--- src/rtl/crc_pkg.sv ---
// Shared CRC-16 definitions for the transmit framer and the receive-side checker.
// Pure declarations; no timing.
// No flow control here; callers own their handshakes.
package crc_pkg;

   localparam int               CRC_W      = 16;
   localparam logic [CRC_W-1:0] CRC16_POLY = 16'h1021;

   typedef enum logic [1:0] {
      IDLE,
      DATA,
      CRC
   } crc_state_t;

   // One serial step of the MSB-first CRC: the feedback bit decides whether the polynomial is folded in.
   function automatic logic [CRC_W-1:0] crc16_step(input logic [CRC_W-1:0] crc,
                                                   input logic             din,
                                                   input logic [CRC_W-1:0] poly = CRC16_POLY);
      logic fb;
      fb = crc[CRC_W-1] ^ din;
      return {crc[CRC_W-2:0], 1'b0} ^ (fb ? poly : '0);
   endfunction

endpackage

--- src/rtl/crc16_lfsr.sv ---
// 16-bit CRC register: accumulate payload bits, or shift the remainder out MSB first.
// Result visible on sout the cycle after an enabled step.
// Only advances when en is high; the owner stalls it by holding en low.
module crc16_lfsr import crc_pkg::*; #(
   parameter logic [CRC_W-1:0] POLY = CRC16_POLY
) (
   input  logic clk,
   input  logic rst,
   input  logic clr,
   input  logic en,
   input  logic shift,
   input  logic din,
   output logic sout
);

   logic [CRC_W-1:0] crc;

   // Shift mode drains the remainder with zero fill; update mode folds din in, optionally from a zero seed.
   always_ff @(posedge clk or posedge rst) begin
      if (rst) begin
         crc <= '0;
      end else if (en) begin
         if (shift) begin
            crc <= {crc[CRC_W-2:0], 1'b0};
         end else begin
            crc <= crc16_step(clr ? '0 : crc, din, POLY);
         end
      end else if (clr) begin
         crc <= '0;
      end
   end

   assign sout = crc[CRC_W-1];

endmodule

--- src/rtl/encoder_crc.sv ---
// Serial CRC-16 framer: forwards NUM_BITS payload bits and appends the 16-bit CRC MSB first.
// One registered output stage: an accepted bit appears on odata the next cycle.
// iready drops during the CRC tail and whenever the output stage is held by oready low.
module encoder_crc #(
   parameter int                             NUM_BITS = 1904,
   parameter int                             CRC_W    = crc_pkg::CRC_W,
   parameter logic [crc_pkg::CRC_W-1:0]      POLY     = crc_pkg::CRC16_POLY,
   parameter int                             CNT_W    = $clog2(NUM_BITS + CRC_W)
) (
   input  logic clk,
   input  logic rst,
   input  logic ival,
   input  logic idata,
   input  logic isop,
   output logic iready,
   output logic odata,
   output logic oval,
   input  logic oready,
   output logic osop,
   output logic oeop,
   output logic ocrc_phase,
   output logic frame_abort
);

   import crc_pkg::*;

   localparam logic [CNT_W-1:0] LAST_DATA = CNT_W'(NUM_BITS - 1);
   localparam logic [CNT_W-1:0] LAST_BIT  = CNT_W'(NUM_BITS + CRC_W - 1);
   // A one-bit payload has nothing left to collect after its start bit.
   localparam crc_state_t       AFTER_SOP = (NUM_BITS == 1) ? CRC : DATA;

   crc_state_t       state;
   logic [CNT_W-1:0] cnt;

   logic stage_free;
   logic acc;
   logic start;
   logic data_acc;
   logic crc_emit;
   logic crc_msb;

   assign stage_free = ~oval | oready;
   assign iready     = (state != CRC) & stage_free;
   assign acc        = ival & iready;
   // isop restarts the CRC both from IDLE and mid-payload.
   assign start      = acc & isop;
   assign data_acc   = acc & ~isop & (state == DATA);
   assign crc_emit   = (state == CRC) & stage_free;

   crc16_lfsr #(
      .POLY (POLY)
   ) u_lfsr (
      .clk   (clk),
      .rst   (rst),
      .clr   (start),
      .en    (start | data_acc | crc_emit),
      .shift (crc_emit),
      .din   (idata),
      .sout  (crc_msb)
   );

   // Frame sequencing and the registered output stage; the stage holds whenever downstream stalls.
   always_ff @(posedge clk or posedge rst) begin
      if (rst) begin
         state       <= IDLE;
         cnt         <= '0;
         oval        <= 1'b0;
         odata       <= 1'b0;
         osop        <= 1'b0;
         oeop        <= 1'b0;
         ocrc_phase  <= 1'b0;
         frame_abort <= 1'b0;
      end else begin
         frame_abort <= 1'b0;
         if (stage_free) begin
            oval <= 1'b0;
         end
         case (state)
            IDLE: begin
               // Bits arriving without isop are dropped here.
               if (start) begin
                  oval       <= 1'b1;
                  odata      <= idata;
                  osop       <= 1'b1;
                  oeop       <= 1'b0;
                  ocrc_phase <= 1'b0;
                  cnt        <= CNT_W'(1);
                  state      <= AFTER_SOP;
               end
            end
            DATA: begin
               if (acc) begin
                  oval       <= 1'b1;
                  odata      <= idata;
                  oeop       <= 1'b0;
                  ocrc_phase <= 1'b0;
                  if (isop) begin
                     // Abandon the current frame without a CRC and treat this bit as a new bit 0.
                     frame_abort <= 1'b1;
                     osop        <= 1'b1;
                     cnt         <= CNT_W'(1);
                     state       <= AFTER_SOP;
                  end else begin
                     osop <= 1'b0;
                     cnt  <= cnt + CNT_W'(1);
                     if (cnt == LAST_DATA) begin
                        state <= CRC;
                     end
                  end
               end
            end
            CRC: begin
               if (stage_free) begin
                  oval       <= 1'b1;
                  odata      <= crc_msb;
                  osop       <= 1'b0;
                  ocrc_phase <= 1'b1;
                  if (cnt == LAST_BIT) begin
                     // The shifter has zero-filled itself by now, so the next frame starts clean.
                     oeop  <= 1'b1;
                     cnt   <= '0;
                     state <= IDLE;
                  end else begin
                     oeop <= 1'b0;
                     cnt  <= cnt + CNT_W'(1);
                  end
               end
            end
            default: begin
               state <= IDLE;
               cnt   <= '0;
            end
         endcase
      end
   end

endmodule

--- config.mk ---
export PLATFORM = sky130hd
export DESIGN_NAME = encoder_crc
export DESIGN_NICKNAME = d
export VERILOG_FILES = /design/src/rtl/crc_pkg.sv /design/src/rtl/crc16_lfsr.sv /design/src/rtl/encoder_crc.sv
export SDC_FILE = /design/constraint.sdc
export NUM_CORES = 1
export LEC_CHECK = 0
export BUFFER_PORTS_ARGS = -buffer_cell sky130_fd_sc_hd__buf_2
export CAP_MARGIN = 10
export CORE_MARGIN = 2
export CORE_UTILIZATION = 60
export DETAILED_ROUTE_END_ITERATION = 8
export PLACE_DENSITY = 0.79
export SLEW_MARGIN = 40
export SYNTH_ARGS = -nofsm -noshare
export SYNTH_HDL_FRONTEND = slang
export SYNTH_HIERARCHICAL = 1
export SYNTH_SLANG_ARGS = --single-unit
--- constraint.sdc ---
create_clock -name clk -period 3.24 [get_ports clk]
set_input_delay 0.648 -clock clk [delete_from_list [all_inputs] [get_ports clk]]
set_output_delay 0.648 -clock clk [all_outputs]
set_load 0.005 [all_outputs]
; Word level (Yosys, flattened, before mapping)
; Cells that the tools add are included.
[totals]
output_inout_bits = 7
regBits = 35
in_bits = 6
[op_classes]
eq_ne = 10
n_addsub = 1
muxes = 40
bitwise = 13
n_reduce_logical = 5
[ops]
columns = operator, count
row1 = $mux 11, 5
row2 = $mux 16, 3
row3 = $pmux 11 s3, 1
row4 = $eq 11x11->1 const B, 2
row5 = $mux 1, 18
row6 = $xor 16x16->16, 1
row7 = $pmux 1 s3, 5
row8 = $mux 13, 1
row9 = $mux 2, 6
row10 = $add 11x1->11 const B, 1
row11 = $ne 2x2->1 const B, 4
row12 = $and 1x1->1, 6
row13 = $pmux 2 s3, 1
row14 = $reduce_and 5->1, 1
row15 = $reduce_and 4->1, 1
row16 = $ne 3x2->1 const B, 1
row17 = $or 1x1->1, 3
row18 = $reduce_and 3->1, 1
row19 = $reduce_bool 3->1, 1
row20 = $eq 2x1->1 const B, 1
row21 = $eq 2x2->1 const B, 1
row22 = $logic_not 2->1, 1
row23 = $ne 2x1->1 const B, 1
row24 = $not 1->1, 2
row25 = $xor 1x1->1, 1

; Depth between registers and ports, before layout
; Gate-level depths: netlist of run 1.
[logic_depth]
word_depth = 11
depth_mapped = 9

; Cells and area by module
; The synthesis of run 1 kept the hierarchy.
[modules_own_cells]
columns = module, instances, area_per_inst_um2, cells_per_inst
row1 = encoder_crc, 1, 1228.7, 124
row2 = crc16_lfsr, 1, 832.0, 84

; Worst setup path before layout of run 1
; OpenSTA, ideal clock, no wires.
[synth_timing]
kind = input to register
startpoint = input oready
endpoint = register cnt[10]
setup_time_ps = 137
path_stages = 5
arrival_time_ps = 1750
setup_slack_ps = 1353
required_time_ps = 3103
cell_sequence = and2b_4 -> nor2_2 -> or3_2 -> nand2b_4 -> o221ai_1
[synth_via]
elab_chain_cells = 6
[synth_rtl]
columns = element, line_no
row1 = "start, declared", encoder_crc.sv:18  ; input logic oready,
row2 = $or 1x1->1, encoder_crc.sv:42  ; assign stage_free = ~oval | oready;
row3 = $and 1x1->1, encoder_crc.sv:43  ; assign iready = (state != CRC) & stage_free;
row4 = $and 1x1->1, encoder_crc.sv:44  ; assign acc = ival & iready;
row5 = $and 1x1->1, encoder_crc.sv:46  ; assign start = acc & isop;
row6 = named net start, encoder_crc.sv:37  ; logic start;
row7 = $ne 2x2->1 (no source line), --
row8 = $reduce_and 3->1 (no source line), --
row9 = "end signal, assigned", encoder_crc.sv:105  ; cnt <= cnt + CNT_W'(1);
row10 = "end signal, assigned", encoder_crc.sv:125  ; cnt <= cnt + CNT_W'(1);
row11 = "end, declared", encoder_crc.sv:33  ; logic [CNT_W-1:0] cnt;
; The timed path passes the listed nets, and every way through them passes these cells.
; A chain may end at the register's enable or synchronous reset.

; Final worst setup path of run 1
[layout_timing]
startpoint = register state[0]
endpoint = register osop
[layout_via]
elab_chain_cells = 6
[layout_rtl]
columns = element, line_no
row1 = "start, declared", encoder_crc.sv:32  ; crc_state_t state;
row2 = "start signal, assigned", encoder_crc.sv:65  ; state <= IDLE;
row3 = "start signal, assigned", encoder_crc.sv:88  ; state <= AFTER_SOP;
row4 = "start signal, assigned", encoder_crc.sv:102  ; state <= AFTER_SOP;
row5 = $ne 2x2->1, encoder_crc.sv:43
row6 = $and 1x1->1, encoder_crc.sv:43
row7 = $and 1x1->1, encoder_crc.sv:44
row8 = $and 1x1->1, encoder_crc.sv:46
row9 = named net start, encoder_crc.sv:37
row10 = $ne 2x2->1 (no source line), --
row11 = $reduce_and 4->1 (no source line), --
row12 = "end signal, assigned", encoder_crc.sv:69  ; osop <= 1'b0;
row13 = "end signal, assigned", encoder_crc.sv:84  ; osop <= 1'b1;
row14 = "end signal, assigned", encoder_crc.sv:100  ; osop <= 1'b1;
row15 = "end, declared", encoder_crc.sv:19  ; output logic osop,
; The timed path passes the listed nets, and every way through them passes these cells.

==> results.yml, run 1 <==
setup_path:
  worstPathMaxFanout: 22
  crit_required_ps: 3460
  cp_top_family: "simple AND/OR/NAND/NOR gates"
  timing_worst_setup_path_type: "reg2reg"
  slowest_delay_ps: 580
  crit_path_top_delay_cell: "nor3_4"
  crit_buf_inv: 2
  cp.arrival_ps: 2820
  worstPathCellList: "inv_1 -> ha_1 -> nand3b_1 -> nor2_2 -> buf_4 -> nor3_4 -> nor2_2 -> mux2_2"
  crit_path_frequent_cell: "nor2_2"
  cp-end-kind: "flip-flop"
  startpoint_type: "flip-flop"
cts:
  clock-sinks: 35
  post_cts_buffers: 0
  ctsLongestPathBuffers: 2
  clock_latency_ps: 340
  cts_root_buf: "clkbuf_4"
  cts_hold_buffers: 0
  clk_pin_slew_ps: 110
  ctsHtreeMaxLevel: 2
  cts_tree: "yes"
  cts_made_buffers: 5
  cts_resized: 0
yosys:
  yosys.area_share.simple: 0.2307
  ys_types: 50
  synth_mux_area_frac: 0.09593
  async_flop_share: 1.000
  synth_top_family_by_area: "simple AND/OR/NAND/NOR gates"
  synthXorXnorAreaFrac: 0.004250
  synth-compound-area-share: 0.1706
  synth_top_flop_cell: "dfrtp_1"
  ys_seq_area_frac: 0.4250
  synth_area_sq_um: 2061
  synth_seq_cells: 35
  synthAdderAreaFrac: 0.03036
  synth-edff-count: 0
  yosysWarnings: 6
  syn_avg_cell_area_sq_um: 9.907
  syn-num-nets: 219
  synth_cells: 208
floorplanning:
  die-width_um: 62.61
  num_io_pins: 13
  row_count: 21
  die_h_um: 62.61
  fp.dieArea_sq_um: 3919
  core_area_sq_um: 3311
  initial_core_util: 0.6224
global_route:
  grt_antenna_before_repair: 0
  grt.total_usage: 0.2469
  grt_pass1_wl_um: 7603
  grt_overflow: 0
  grt_pass1_vias: 1646
  grt_max_degree: 24
power:
  switching_share: 0.3813
  power_switching_mw: 0.5405
  ir_drop_v: 0.0002782
  clkPwrFrac: 0.172
  pwr-share-seq: 0.446
  combPwrFrac: 0.381
  p_total_mw: 1.417
  internal_power_mw: 0.8770
  pwr_density_cell_nw_per_um2: 643.7
  p_leak_nw: 0.9392
job:
  maxCapViolCount: 0
cells_and_area:
  finalNetCount: 233
  drive_gt1_frac: 0.1982
  area_growth_pct: 6.861
  final_common_cell: "dfrtp_1"
  diodes: 0
  design_area_sq_um: 2202
  layout_common_cells: "dfrtp_1 (35), nand2_1 (24), o21ai_0 (22)"
detailed_routing:
  ant_nets: 0
  met3_length_um: 203
  wl_met2_um: 2106
  first_pass_iters: 6
  drtIter0Drc: 172
  wire_per_inst_um: 15.92
  finalWirelength_um: 4266
  highest_layer: "met4"
  vias: 1625
  vias_per_cell: 6.063
  drc: 0
  wl_met1_um: 1900
sta:
  hold_viol_final: 0
  maxSlewHeadroom: 0.5117
  rsz0062_at_grt: "false"
  setup_violations: 0
  fmax_ghz: 0.3847
  period_minus_slack_ps: 2599
  tightest_slew_ps: 731.6
  clock_skew_ps: 11.93
  timing.setup.tns_ps: 0
  maxSlewViolCount: 0
  period_share: 0.8022
status:
  status: "finished, final reports clean"
placed_design:
  place_congestion: 0.8179
  place_area_sq_um: 2146
  hpwl_um: 3129
  io_buffers: 12
worst_hold_path:
  hold_class: "in2async"
[layout make-up]
cell class | count | area (sq um)
Timing Repair Buffer | 14 | 75.07
Multi-Input combinational cell | 156 | 1100
Fill cell | 276 | 1109
Clock buffer | 6 | 51.30
Clock inverter | 1 | 5.005
Tap cell | 46 | 57.56
Sequential cell | 35 | 875.8
Inverter | 10 | 37.54
[power groups by stage]
stage | Combinational, mW | Clock [mW] | Sequential [mW]
3_5_place_dp | 0.539 | 0 | 0.640
5_1_grt | 0.602 | 0.271 | 0.646
4_1_cts | 0.543 | 0.251 | 0.631
3_3_place_gp | 0.506 | 0 | 0.629
2_1_floorplan | 0.425 | 0 | 0.615
6_report | 0.541 | 0.244 | 0.632
[layer usage]
layer | vias to the layer above | global-route usage
met5 | - | 0
met4 | 0 | 0.07500
met3 | 7 | 0.05766
met2 | 44 | 0.4220
met1 | 792 | 0.3112
li1 | 782 | -
[registers in the layout, summed over array words and instances (netlist names)]
register     count
cnt             11
frame_abort      1
ocrc_phase       1
odata            1
oeop             1
osop             1
oval             1
state            2
u_lfsr/crc      16
[Yosys cell counts, types with 3 or more instances]
master,count,area (sq um)
nand3_1,3,15.01
nor2_1,10,37.54
nand2b_1,4,25.02
a22o_1,3,26.28
mux2i_1,13,130.1
nor4_1,4,25.02
dfrtp_1,35,875.8
o21ai_1,3,15.01
nand2_1,24,90.09
or4_1,3,22.52
nor3_1,6,30.03
o31ai_1,3,22.52
a21oi_1,7,35.03
mux2_2,6,67.56
o21ai_0,22,110.1
inv_1,10,37.54
ha_1,5,62.56
[logic make-up (layout without fill, tap and decap cells)]
logic type / count (synthesis) / count (layout)
DFF: 35 / 35
adders and majority gates: 5 / 5
xor gates and xnor gates: 1 / 1
muxes: 19 / 19
AOI/OAI and AO/OA: 53 / 53
buffers and inverters: 17 / 31
and+or+nand+nor: 78 / 78
[per-stage QoR]
step | hold WS, ps | instances | setup WS, ps | util
final | 374.0 | 268 | 640.9 | 0.6652
after global routing | 404.7 | 268 | 501.7 | 0.6652
after CTS | 372.9 | 268 | 661.5 | 0.6652
after detailed placement | 477.8 | 261 | 695.1 | 0.6481
after global placement | 472.0 | 261 | 853.9 | 0.6481
after floorplan | 438.3 | 208 | 1353 | -
[worst paths after layout]
check                      startpoint        endpoint  slack, ps  cells past startpoint
max                          state[0]            osop        640                      8
min                               rst  u_lfsr/crc[12]        370                      2
max reg2reg                  state[0]            osop        640                      8
min reg2reg                    cnt[9]          cnt[9]        490                      1
max in group asynchronous         rst          cnt[0]       2350                      2
min in group clk               cnt[9]          cnt[9]        490                      1
Power figures use the tool's default switching activity.
==> run 2: changes to the inputs <==
- CORE_UTILIZATION: 60 -> 54
- PLACE_DENSITY: 0.79 -> 0.75
- clock period: 3.24 -> 2.1 ns (I/O delays scaled with it)
==> results.yml, run 2 (synthesized netlist as in run 1, its figures left out) <==
setup_path:
  timing_worst_setup_path_type: "reg2reg"
  cp_top_family: "simple AND/OR/NAND/NOR gates"
  reg2reg_depth: 7
  startpoint_type: "flip-flop"
  cp-end-kind: "flip-flop"
  reg2reg_setup_slack_ps: 140
  slowest_delay_ps: 530
  crit_buf_inv: 2
  crit_path_top_delay_cell: "or4_1"
  crit_required_ps: 2330
  worstPathCellList: "inv_1 -> ha_1 -> buf_4 -> nor4b_4 -> nor3_4 -> or4_1 -> nand2_1"
  cp.arrival_ps: 2190
  crit_cells: 7
  worstPathMaxFanout: 11
placed_design:
  dp_cells: 267
  hpwl_um: 2877
  io_buffers: 12
  place_congestion: 0.8407
floorplanning:
  num_io_pins: 13
  fp.dieArea_sq_um: 4326
  row_count: 22
  initial_core_util: 0.5629
  core_area_sq_um: 3661
  die-width_um: 65.78
  die_h_um: 65.78
cells_and_area:
  finalNetCount: 242
  drive_gt1_frac: 0.2424
  top_register: "u_lfsr/crc"
  reg_top3: "u_lfsr/crc x16, cnt x11, state x2"
  layout_common_cells: "dfrtp_1 (35), nand2_1 (24), o21ai_0 (22)"
  stdcell_count: 279
  area_growth_pct: 13.60
  largest_register_ffs: 16
  diodes: 0
  multi_input_area_sq_um: 1121
  regArea_sq_um: 875.8
  final.fill_count: 304
  final_common_cell: "dfrtp_1"
sta:
  maxSlewViolCount: 0
  setup_violations: 0
  fmax_ghz: 0.5101
  period_share: 0.9335
  timing.setup.tns_ps: 0
  rsz0062_at_grt: "false"
  clock_skew_ps: 2.324
  hold_viol_final: 0
  maxSlewHeadroom: 0.5562
  tightest_slew_ps: 661.5
  period_minus_slack_ps: 1960
global_route:
  grt_pass1_wl_um: 7031
  grt_overflow: 0
  met2_usage: 0.3434
  grt.total_usage: 0.2155
  grt_util_met1: 0.2841
  grt_pass1_vias: 1483
  grt_use_met3: 0.05111
  top_usage_layer: "met2"
  grt_antenna_before_repair: 0
  grt_max_degree: 20
detailed_routing:
  vias: 1591
  finalWirelength_um: 4185
  drtIter0Drc: 140
  first_pass_iters: 4
  vias_per_cell: 5.703
  ant_nets: 0
  wire_per_inst_um: 15.00
  drc: 0
worst_hold_path:
  hold_class: "in2async"
power:
  pwr_density_cell_nw_per_um2: 1028
  p_leak_nw: 1.003
  ir_drop_v: 0.0007679
cts:
  ctsHtreeMaxLevel: 2
  clk_pin_slew_ps: 70
  ctsLongestPathBuffers: 2
  cts_hold_buffers: 0
  clock_latency_ps: 280
  cts_made_buffers: 5
  cts_root_buf: "clkbuf_8"
  cts_tree: "yes"
  clock-sinks: 35
status:
  status: "finished, final reports clean"
job:
  maxCapViolCount: 0
run 2: cell count changes in the layout (fill, tap and decap cells not counted), sizes merged:
cell / delta
buf: +9
clkinv: +1
inv: -1
run 2: final cells by class:
| type | instances | share of cell area |
|---|---|---|
| Timing Repair Buffer | 23 | 0.06788 |
| Multi-Input combinational cell | 156 | 0.4789 |
| Clock inverter | 1 | 0.002138 |
| Inverter | 10 | 0.01603 |
| Clock buffer | 6 | 0.03528 |
| Sequential cell | 35 | 0.3741 |
| Tap cell | 48 | 0.02565 |
run 2: timing repair:
action | in CTS | in global routing
endpoints found under the setup margin | 0 | 24
buffers inserted | 0 | 5
resized for setup | 0 | 6
run 2: power by group:
group	switching, mW	internal, mW	leakage (nW)
clock	0.236	0.257	0.0470
combinational	0.491	0.451	0.491
sequential	0.131	0.840	0.465
run 2: final timing paths:
path | from | endpoint
hold reg to reg | cnt[9] | cnt[9]
setup / recovery | state[0] | cnt[4]
max in group asynchronous | rst | u_lfsr/crc[15]
hold / removal | rst | cnt[1]
setup reg to reg | state[0] | cnt[4]
min in group clk | idata | u_lfsr/crc[0]
run 2: through the flow:
stage	utilization	area (sq um)	setup WS, ps	hold WS [ps]	total power, mW
2_1_floorplan	-	2061	278.8	333.7	1.606
3_3_place_gp	0.5984	2191	97.42	467.0	1.795
3_5_place_dp	0.5984	2191	59.94	464.2	1.821
4_1_cts	0.6224	2278	27.60	231.0	2.322
5_1_grt	0.6394	2341	17.25	194.4	2.569
6_report	0.6394	2341	139.6	146.6	2.407
run 2: per-layer routing:
layer | vias to the layer above | wire length [um]
met3 | 7 | 119
met1 | 755 | 1946
met5 | - | 0
met4 | 0 | 59
li1 | 804 | -
met2 | 25 | 2059
